$ cat src/rtl/bw_io_impctl_pkg.sv
// Shared types and helpers for the impedance-control serial code path.
// Holds the frame FSM encoding, default code width and the parity helper.
package bw_io_impctl_pkg;

  localparam int IMPCTL_CODE_W_DEF = 8;
  localparam int IMPCTL_CNT_W      = 4;
  localparam int IMPCTL_PAR_W      = 16;

  typedef enum logic [1:0] {
    IDLE   = 2'd0,
    DATA   = 2'd1,
    PARITY = 2'd2,
    STOP   = 2'd3
  } impctl_state_e;

  // Callers zero-extend narrower codes; the padding bits leave the XOR unchanged.
  function automatic logic impctl_parity(input logic [IMPCTL_PAR_W-1:0] data);
    return ^data;
  endfunction

endpackage

$ cat src/rtl/bw_io_impctl_sync2.sv
// Two-flop synchronizer for slow pad-side control inputs.
// Resets to 1 so that a serial line idling high reads as idle straight after reset.
module bw_io_impctl_sync2 (
  input  logic clk_i,
  input  logic rst_i,
  input  logic d_i,
  output logic q_o
);

  logic meta_q;
  logic sync_q;

  always_ff @(posedge clk_i) begin
    if (rst_i) begin
      meta_q <= 1'b1;
      sync_q <= 1'b1;
    end else begin
      meta_q <= d_i;
      sync_q <= meta_q;
    end
  end

  assign q_o = sync_q;

endmodule

$ cat src/rtl/bw_io_impctl_deser.sv
// Impedance-code deserializer: start/data/parity/stop framing with a valid/ready output.
// Optional build macro IMPCTL_DESER_MAJ_FILTER_EN adds a 3-sample majority glitch filter on si.
module bw_io_impctl_deser
  import bw_io_impctl_pkg::*;
#(
  parameter int CODE_W  = IMPCTL_CODE_W_DEF,
  parameter bit ODD_PAR = 1'b1
) (
  input  logic              l2clk,
  input  logic              global_reset,
  input  logic              sclk_en,
  input  logic              si,
  output logic [CODE_W-1:0] code_out,
  output logic              code_vld,
  input  logic              code_rdy,
  output logic              par_err,
  output logic              frm_err,
  output logic              ovr_err,
  output logic              busy
);

  localparam logic [IMPCTL_CNT_W-1:0] CNT_LAST = IMPCTL_CNT_W'(CODE_W - 1);

  logic sync_si;
  logic si_s;

  impctl_state_e           state_q,   state_d;
  logic [IMPCTL_CNT_W-1:0] cnt_q,     cnt_d;
  logic [CODE_W-1:0]       shift_q,   shift_d;
  logic                    bad_q,     bad_d;
  logic [CODE_W-1:0]       code_q,    code_d;
  logic                    vld_q,     vld_d;
  logic                    par_err_q, par_err_d;
  logic                    frm_err_q, frm_err_d;
  logic                    ovr_err_q, ovr_err_d;
  logic                    deliver;

  bw_io_impctl_sync2 u_sync (
    .clk_i (l2clk),
    .rst_i (global_reset),
    .d_i   (si),
    .q_o   (sync_si)
  );

`ifdef IMPCTL_DESER_MAJ_FILTER_EN
  logic [2:0] hist_q;

  // A lone bad sample in the last three cycles is outvoted by the other two.
  always_ff @(posedge l2clk) begin
    if (global_reset) begin
      hist_q <= 3'b111;
    end else begin
      hist_q <= {hist_q[1:0], sync_si};
    end
  end

  assign si_s = (hist_q[0] & hist_q[1]) | (hist_q[0] & hist_q[2]) | (hist_q[1] & hist_q[2]);
`else
  assign si_s = sync_si;
`endif

  always_ff @(posedge l2clk) begin
    if (global_reset) begin
      state_q   <= IDLE;
      cnt_q     <= '0;
      shift_q   <= '0;
      bad_q     <= 1'b0;
      code_q    <= '0;
      vld_q     <= 1'b0;
      par_err_q <= 1'b0;
      frm_err_q <= 1'b0;
      ovr_err_q <= 1'b0;
    end else begin
      state_q   <= state_d;
      cnt_q     <= cnt_d;
      shift_q   <= shift_d;
      bad_q     <= bad_d;
      code_q    <= code_d;
      vld_q     <= vld_d;
      par_err_q <= par_err_d;
      frm_err_q <= frm_err_d;
      ovr_err_q <= ovr_err_d;
    end
  end

  always_comb begin
    state_d   = state_q;
    cnt_d     = cnt_q;
    shift_d   = shift_q;
    bad_d     = bad_q;
    code_d    = code_q;
    vld_d     = vld_q;
    par_err_d = par_err_q;
    frm_err_d = frm_err_q;
    ovr_err_d = ovr_err_q;
    deliver   = 1'b0;

    if (sclk_en) begin
      unique case (state_q)
        IDLE: begin
          if (!si_s) begin
            state_d = DATA;
            cnt_d   = '0;
          end
        end
        DATA: begin
          shift_d = {si_s, shift_q[CODE_W-1:1]};
          if (cnt_q == CNT_LAST) begin
            state_d = PARITY;
          end else begin
            cnt_d = cnt_q + 1'b1;
          end
        end
        PARITY: begin
          bad_d   = (impctl_parity(IMPCTL_PAR_W'(shift_q)) ^ si_s) != ODD_PAR;
          state_d = STOP;
        end
        STOP: begin
          state_d = IDLE;
          if (!si_s) begin
            frm_err_d = 1'b1;
          end else if (bad_q) begin
            par_err_d = 1'b1;
          end else begin
            deliver = 1'b1;
          end
        end
        default: state_d = IDLE;
      endcase
    end

    // A pending code that is not being taken wins over the new one.
    if (deliver) begin
      if (vld_q && !code_rdy) begin
        ovr_err_d = 1'b1;
      end else begin
        code_d = shift_q;
        vld_d  = 1'b1;
      end
    end else if (vld_q && code_rdy) begin
      vld_d = 1'b0;
    end
  end

  assign code_out = code_q;
  assign code_vld = vld_q;
  assign par_err  = par_err_q;
  assign frm_err  = frm_err_q;
  assign ovr_err  = ovr_err_q;
  assign busy     = (state_q != IDLE);

endmodule

$ cat config.mk
export PLATFORM = sky130hd
export DESIGN_NAME = bw_io_impctl_deser
export DESIGN_NICKNAME = d
export VERILOG_FILES = /design/src/rtl/bw_io_impctl_pkg.sv /design/src/rtl/bw_io_impctl_sync2.sv /design/src/rtl/bw_io_impctl_deser.sv
export SDC_FILE = /design/constraint.sdc
export NUM_CORES = 1
export LEC_CHECK = 0
export CORE_ASPECT_RATIO = 1.25
export CORE_UTILIZATION = 35
export DETAILED_ROUTE_END_ITERATION = 16
export PLACE_DENSITY = 0.59
export SLEW_MARGIN = 20
export SYNTH_ARGS = -nofsm -noshare
export SYNTH_HDL_FRONTEND = slang
export SYNTH_SLANG_ARGS = --single-unit
export TNS_END_PERCENT = 5
$ cat constraint.sdc
create_clock -name l2clk -period 1.6 [get_ports l2clk]
set_clock_uncertainty 0.15 [all_clocks]
set_input_delay 0.32 -clock l2clk [delete_from_list [all_inputs] [get_ports l2clk]]
set_output_delay 0.32 -clock l2clk [all_outputs]
set_load 0.01 [all_outputs]
Word level (Yosys, flattened, before mapping)
Cells that the tools add are included.

word-level totals
  bits in registers = 29
  latch bits = 0
  memory bits (writable) = 0
  memory bits (read-only) = 0
  input port bits = 5
  memories = 0

operators by class
  add/subtract/negate cells = 1
  $mul = 0
  divide/modulo/power cells = 0
  $lt $le $gt $ge = 0
  equality and inequality tests = 8
  shift-type cells = 0
  multiplexer cells = 13
  bitwise logic cells = 4
  reductions and logical operators = 17

operator list
  operator                                                          number
  16-bit XOR reduction                                              1
  2-bit AND reduction                                               5
  4-bit 2-to-1 mux                                                  2
  2-bit != test (second input constant)                             4
  2-bit case mux with 4 select lines                                1
  4-bit case mux with 2 select lines                                1
  4-bit AND reduction                                               2
  1-bit 2-to-1 mux                                                  7
  3-bit AND reduction                                               2
  2-bit nonzero test                                                3
  4-bit by 1-bit adder with 4-bit output (second input constant)    1
  2-bit == test (second input constant)                             2
  4-bit by 3-bit == test with 1-bit output (second input constant)  1
  2-bit 2-to-1 mux                                                  2
  1-bit inverter                                                    3
  2-bit by 1-bit == test with 1-bit output (second input constant)  1
  1-bit logical AND                                                 2
  2-bit logical NOT                                                 1
  1-bit logical NOT                                                 1
  1-bit bitwise XOR                                                 1

Depth between registers and ports, before layout
Gate-level depths: netlist of run 1.

  depth after elaboration = 6
  gate-level depth with buffers = 6

Cells and area by module
From an unflattened synthesis of run 1, not the netlist that was laid out.

unflattened totals
  cells, all modules = 136
  area total of the unflattened synthesis = 1247.4 µm²

by module, submodules not included
  module              times used  cells an instance  area an instance (µm²)
  bw_io_impctl_deser  1           132                1194.9
  bw_io_impctl_sync2  1           4                  52.6

Worst setup path before layout of run 1
No wires, ideal clock.

  path type = register to register
  from = reg state_q[0]
  to = reg state_q[1]
  library setup time = 0.128 ns
  data arrival time = 1.356 ns
  setup slack = -0.034 ns
  cell stages (with the launch flop) = 6
  path buffers = 0
  cells stage by stage = dfxtp_1 inv_1 ha_1 a221oi_1 mux2i_1 nor2_1

between the ends
  longest elaborated chain between the ends = 3

RTL lines
  element                                                                        line                      source
  start, declared                                                                bw_io_impctl_deser.sv:27  impctl_state_e state_q, state_d;
  start signal, assigned                                                         bw_io_impctl_deser.sv:74  state_q <= state_d;
  2-bit by 1-bit == test with 1-bit output or 2-bit logical NOT (tied branches)  bw_io_impctl_deser.sv:99  unique case (state_q)
  2-bit != test (no source line)                                                 -
  3-bit AND reduction (no source line)                                           -

Several ways; a longest one is shown, not always the timed one.
A chain may end at the register's enable or synchronous reset.

Final worst setup path of run 1
  from = reg state_q[1]
  to = reg cnt_q[2]

between the ends
  longest elaborated chain between the ends = 3

RTL lines
  element                                                                        line                      source
  2-bit by 1-bit == test with 1-bit output or 2-bit logical NOT (tied branches)  bw_io_impctl_deser.sv:99
  2-bit != test (no source line) or 2-bit nonzero test (tied branches)           -
  4-bit AND reduction (no source line)                                           -
  end signal, assigned                                                           bw_io_impctl_deser.sv:75  cnt_q <= cnt_d;
  end, declared                                                                  bw_io_impctl_deser.sv:28  logic [IMPCTL_CNT_W-1:0] cnt_q, cnt_d;

Several ways; a longest one is shown, not always the timed one.

==> reports/metrics.cfg, run 1 <==
[clock_tree]
clock_path_buffers = 2
tritoncts = yes
ctsHoldBuffers = 0
h-tree-depth = 2
clkLatencyLatePin_ns = 0.28
clock-root-buffer = clkbuf_8
cts.sinks = 29
cts_buffers = 5
path_clk_slew_ns = 0.06

[power]
vdd_ir_drop_max_mv = 0.886
static-leakage-power_nw = 0.762
finalPower_mw = 1.54
power_density_nw_per_um2 = 850

[worst_setup_path]
cp_top_family = simple AND/OR/NAND/NOR gates
worstReg2RegEnd = cnt_q[2]
required_ns = 1.67
cp_max_fo = 6
crit_arrival_ns = 1.69
critPathCaptureType = register
critical-path-max-stage-delay_ns = 0.35
r2r_cells = 6
criticalPathCategory = reg -> reg
worst_r2r_startpoint = state_q[1]
start_kind = register
critPathSlowestCell = or3_1
reg2reg_slack_ns = -0.02
cp_num_buf_inv = 1
crit_chain = inv_4 > ha_4 > nor2b_4 > o221ai_4 > or3_1 > a21oi_2

[global_route]
grt_max_degree = 14
overflow = 0
grt_pass1_vias = 1059
antenna_found_initial = 0
grtUsageTotal = 0.160
grt_pass1_wl_um = 4630

[synth]
synth.avg_cell_area_um2 = 9.17
synth_cell_types = 29
synthTopCellsByArea = dfxtp_1, mux2i_1, a21oi_1
yosysTopAreaCellShare = 0.465
ys_seq_elements = 29
yosysTopAreaCell = dfxtp_1
synth_cells = 136
seq_area_frac_synth = 0.465
syn-cell-area_um2 = 1250
syn_nets = 146
yosys_warnings = 0

[route]
drt-pass1-iter-count = 4
drt_first_iter_violations = 54
remaining_drc_errors = 0
vias = 1053
routed_wl_um = 2680
avgViaCountPerCell = 4.88
wl_per_cell_um = 12.4
ant_nets = 0

[layout]
final_area_um2 = 1810
n_fill_cell = 320
drive_gt1_frac = 0.307
diodes = 0
nets = 188
syn_to_final_growth_pct = 45.1
stdcell_count = 216

[floorplanning]
initial_core_util = 0.377
rows = 23
ios = 18
core_um2 = 3310
die_area_um2 = 3810
die_h_um = 68.7
die_x_um = 55.4

[placement]
placed_cell_area_um2 = 1600
gp_congestion = 0.679
portBuffers = 17
dp_hpwl_um = 1890
placed_cells = 204
pre_cts_ws_ns = -0.272

[worst_hold_path]
whs_endpoint = u_sync.q_o
min_delay_path_depth = 1
hold_path_class = reg -> reg
min_from = u_sync.meta_q

[sta]
fmax_mhz = 616
timing_worst_slew_pin_value_ns = 0.246
period_share = 1.01
setup_viol = 3
final_hold_viol_count = 0
finalWorstSetupSlack_ns = -0.0229
slew_viol_final = 0
max-slew-margin-rel = 0.836
finalCriticalPeriod_ns = 1.62
rsz0062_at_grt = yes
hold_ws_ns = 0.262

[status]
violations = negative setup slack
status = complete, but fails checks

[run]
max-cap-violations = 0

-- cell families after synthesis --
| family | Yosys count | synth area share |
|---|---|---|
| fa+ha+maj | 5 | 0.0502 |
| xor+xnor | 7 | 0.0602 |
| simple gates | 47 | 0.176 |
| buf+inv | 15 | 0.0481 |
| compound gates | 23 | 0.120 |
| mux | 10 | 0.0802 |
| flops | 29 | 0.465 |
-- worst max path at each step --
stage / depth (start not counted) / to / slack (ns) / from
floorplan: 5 / state_q[1] / -0.03 / state_q[0]
global placement: 6 / code_out[1] / -0.26 / sclk_en
detailed placement: 6 / code_out[1] / -0.27 / sclk_en
CTS: 7 / code_out[2] / -0.05 / state_q[1]
global route: 7 / code_out[4] / -0.11 / state_q[1]
finish: 6 / cnt_q[2] / -0.02 / state_q[1]
-- per-stage QoR --
| stage | setup TNS [ns] | util |
|---|---|---|
| floorplan | -0.0635 | - |
| global placement | -4.06 | 0.482 |
| detailed placement | -4.39 | 0.482 |
| CTS | -0.275 | 0.529 |
| global route | -1.17 | 0.547 |
| finish | -0.0376 | 0.547 |
-- state kept, by name, summed over array words and instances (netlist names) --
| name | count |
|---|---|
| bad_q | 1 |
| cnt_q | 4 |
| code_vld | 1 |
| par_err | 1 |
| u_sync.meta_q | 1 |
| u_sync.q_o | 1 |
| ovr_err | 1 |
| code_out | 8 |
| frm_err | 1 |
| state_q | 2 |
| shift_q | 8 |
-- timing repair --
item | CTS | global route
buffers inserted | 1 | 3
setup endpoints to repair | 27 | 23
gates resized for setup | 33 | 9
pin swaps | 5 | 3
-- Yosys cell counts --
master	n
a211oi_1	1
a21oi_1	13
a221oi_1	1
a311oi_1	1
a31oi_1	1
a41o_1	1
a41oi_1	1
buf_1	2
buf_2	3
clkbuf_1	3
dfxtp_1	29
ha_1	5
inv_1	7
mux2i_1	10
nand2_1	11
nand2b_1	1
nand3_1	9
nand3b_1	1
nand4b_1	1
nor2_1	16
nor2b_1	3
o21ai_0	2
o21ba_2	1
o221ai_2	1
or2_2	3
or3_1	2
xnor2_1	5
xnor3_1	1
xor2_1	1
-- area by class of cell --
cell class                      instances  area [µm²]  area share
Timing Repair Buffer                   43         360       0.199
Tap cell                               37        46.3      0.0256
Clock buffer                            7        96.3      0.0532
Sequential cell                        29         586       0.323
Multi-Input combinational cell         92         688       0.380
Inverter                                7        28.8      0.0159
Clock inverter                          1        5.00     0.00276
-- cell usage in the layout, fill, tap and decap left out, types with 2 or more instances in the layout --
cell type        netlist  routed
ha_1                   5       2
a21oi_1               13      12
nor2b_4                0       2
or2_2                  3       3
nor2_1                16      16
nand2_1               11      10
clkdlybuf4s50_1        0       4
ha_4                   0       3
buf_4                  0      22
xnor2_1                5       5
inv_1                  7       5
o21ai_0                2       2
nand3_1                9       9
buf_6                  0       4
or3_1                  2       2
dlygate4sd2_1          0      12
dfxtp_1               29      25
clkbuf_8               0       7
mux2i_1               10      10
dfxtp_2                0       4
-- power by group --
| part | switching [mW] | internal, mW |
|---|---|---|
| logic | 0.0718 | 0.0770 |
| clock network | 0.266 | 0.388 |
| registers | 0.00737 | 0.730 |
| total | 0.345 | 1.19 |
-- routing by layer --
metal | global-route usage | wire (µm) | vias up
li1 | - | - | 545
met1 | 0.166 | 1170 | 483
met2 | 0.286 | 1340 | 16
met3 | 0.0541 | 105 | 9
met4 | 0.0969 | 74 | 0
met5 | 0 | 0 | -
Power figures use the tool's default switching activity.
==> run 2, diff against run 1 <==
- CTS_CLUSTER_SIZE: default -> 16
==> results of run 2 <==
Same layout as run 1: the final DEF is identical, and so are final timing and power.
==> run 3, diff against run 2 <==
- CORE_MARGIN: default -> 2
- HOLD_SLACK_MARGIN: default -> 0.15
==> reports/metrics.cfg, run 3 (synthesized netlist as in run 1, its figures left out) <==
[floorplanning]
core_um2 = 3450
initial_core_util = 0.361
die_x_um = 57.4
rows = 24
die_h_um = 70.7
ios = 18
die_area_um2 = 4060

[layout]
utilization = 0.524
syn_to_final_growth_pct = 45.1
multi_input_area_um2 = 701
final_common_cell = dfxtp_1
drive_gt1_frac = 0.305
final_cell_mix = dfxtp_1, buf_4, nor2_1, a21oi_1, dlygate4sd2_1
diodes = 0
seq_area_um2 = 587
n_fill_cell = 319
stdcell_count = 216
nets = 187

[worst_setup_path]
endpoint = code_out[4]
criticalPathCategory = reg -> reg
critPathSlowestCell = dfxtp_2
critPathCaptureType = register
cp-startpoint = state_q[1]
worstReg2RegEnd = code_out[4]
cp_max_fo = 8
required_ns = 1.62
critical-path-max-stage-delay_ns = 0.36
cp.depth = 7
crit_arrival_ns = 1.63
start_kind = register
worst_r2r_startpoint = state_q[1]
crit_chain = buf_6 > ha_4 > nand4b_1 > nor2b_1 > buf_6 > mux2i_2 > nor2_1
path_common_cell = buf_6
reg2reg_slack_ns = -0.006
r2r_cells = 7
cp_num_buf_inv = 2
cp_top_family = flip-flops

[route]
drt_first_iter_violations = 32
ant_nets = 0
wl_per_cell_um = 12.2
remaining_drc_errors = 0
routed_wl_um = 2640
vias = 1064
drt-pass1-iter-count = 4
avgViaCountPerCell = 4.93

[power]
power_frac_comb = 0.100
seqPwrFrac = 0.494
power_density_nw_per_um2 = 824
vdd_ir_drop_max_mv = 0.654
clkPwrFrac = 0.405
static-leakage-power_nw = 0.753
swShare = 0.229
switchingPower_uw = 341
intPower_mw = 1.15

[sta]
slew_viol_final = 0
timing_worst_slew_pin_value_ns = 0.240
hold_ws_ns = 0.259
rsz0062_at_grt = yes
fmax_mhz = 623
finalWorstSetupSlack_ns = -0.00624
period_share = 1.00
finalCriticalPeriod_ns = 1.61
setup_viol = 1
final_hold_viol_count = 0
max-slew-margin-rel = 0.840

[global_route]
grt_pass1_vias = 1059
overflow = 0
grtUsageTotal = 0.147
antenna_found_initial = 0
grt_max_degree = 14
grt_pass1_wl_um = 4550

[clock_tree]
cts_buffers = 5
ctsHoldBuffers = 0
clkLatencyLatePin_ns = 0.28
clock-root-buffer = clkbuf_8
path_clk_slew_ns = 0.06
cts.sinks = 29
h-tree-depth = 2
clock_path_buffers = 2
tritoncts = yes

[placement]
gp_congestion = 0.725
pre_cts_ws_ns = -0.324
portBuffers = 17
placed_cells = 205
dp_hpwl_um = 1770

[run]
max-cap-violations = 0

[worst_hold_path]
hold_path_class = reg -> reg

[status]
status = complete, but fails checks
violations = negative setup slack

## run 3: changes by cell type in the layout (fill, tap and decap cells not counted), sizes merged
cell,previous run,this run
buf,27,25
clkbuf,7,8
clkdlybuf4s50,4,3
clkinv,1,0
dlymetal6s2s,0,1
## run 3: worst register-to-register path, cell delays in order, from the launching register on
cell and delay (ns):
dfxtp_2 0.36, buf_6 0.12, ha_4 0.12, nand4b_1 0.13, nor2b_1 0.16, buf_6 0.18, mux2i_2 0.22, nor2_1 0.06
## run 3: final cells by class
type,instances,share of cell area
timing repair buffer,42,0.198
tap,39,0.0270
clock buffer,7,0.0477
inverter,7,0.0159
multi-input combinational,92,0.387
sequential,29,0.324
## run 3: how the worst min path moves through the flow
stage                  start    endpoint  depth (start not counted)
2_1_floorplan  u_sync.meta_q  u_sync.q_o                          1
3_3_place_gp   u_sync.meta_q  u_sync.q_o                          1
3_5_place_dp   u_sync.meta_q  u_sync.q_o                          1
4_1_cts        u_sync.meta_q  u_sync.q_o                          1
5_1_grt        u_sync.meta_q  u_sync.q_o                          1
6_report       u_sync.meta_q  u_sync.q_o                          1
## run 3: what timing repair did
item,4_1_cts,5_1_grt
setup endpoints to repair,21,23
pin swaps,4,6
gates resized for setup,28,18
setup buffers,2,2
## run 3: metal layers
layer	vias to the layer above	GRT usage	part of all wire
li1	538	-	-
met1	500	0.159	0.42
met2	20	0.241	0.51
met3	6	0.0512	0.043
met4	0	0.0930	0.027
met5	-	0	0
## run 3: power by group through the flow
| stage | clock network (mW) | registers, mW | logic [mW] |
|---|---|---|---|
| 2_1_floorplan | 0 | 0.749 | 0.0642 |
| 3_3_place_gp | 0 | 0.750 | 0.114 |
| 3_5_place_dp | 0 | 0.750 | 0.116 |
| 4_1_cts | 0.626 | 0.736 | 0.135 |
| 5_1_grt | 0.647 | 0.738 | 0.165 |
| 6_report | 0.604 | 0.737 | 0.150 |
## run 3: through the flow
stage / cell area [µm²] / TNS [ns] / power, mW
2_1_floorplan: 1250 / -0.0635 / 0.813
5_1_grt: 1810 / -0.846 / 1.55
3_5_place_dp: 1590 / -4.33 / 0.867
3_3_place_gp: 1590 / -4.08 / 0.865
6_report: 1810 / -0.00624 / 1.49
4_1_cts: 1730 / -0.148 / 1.50
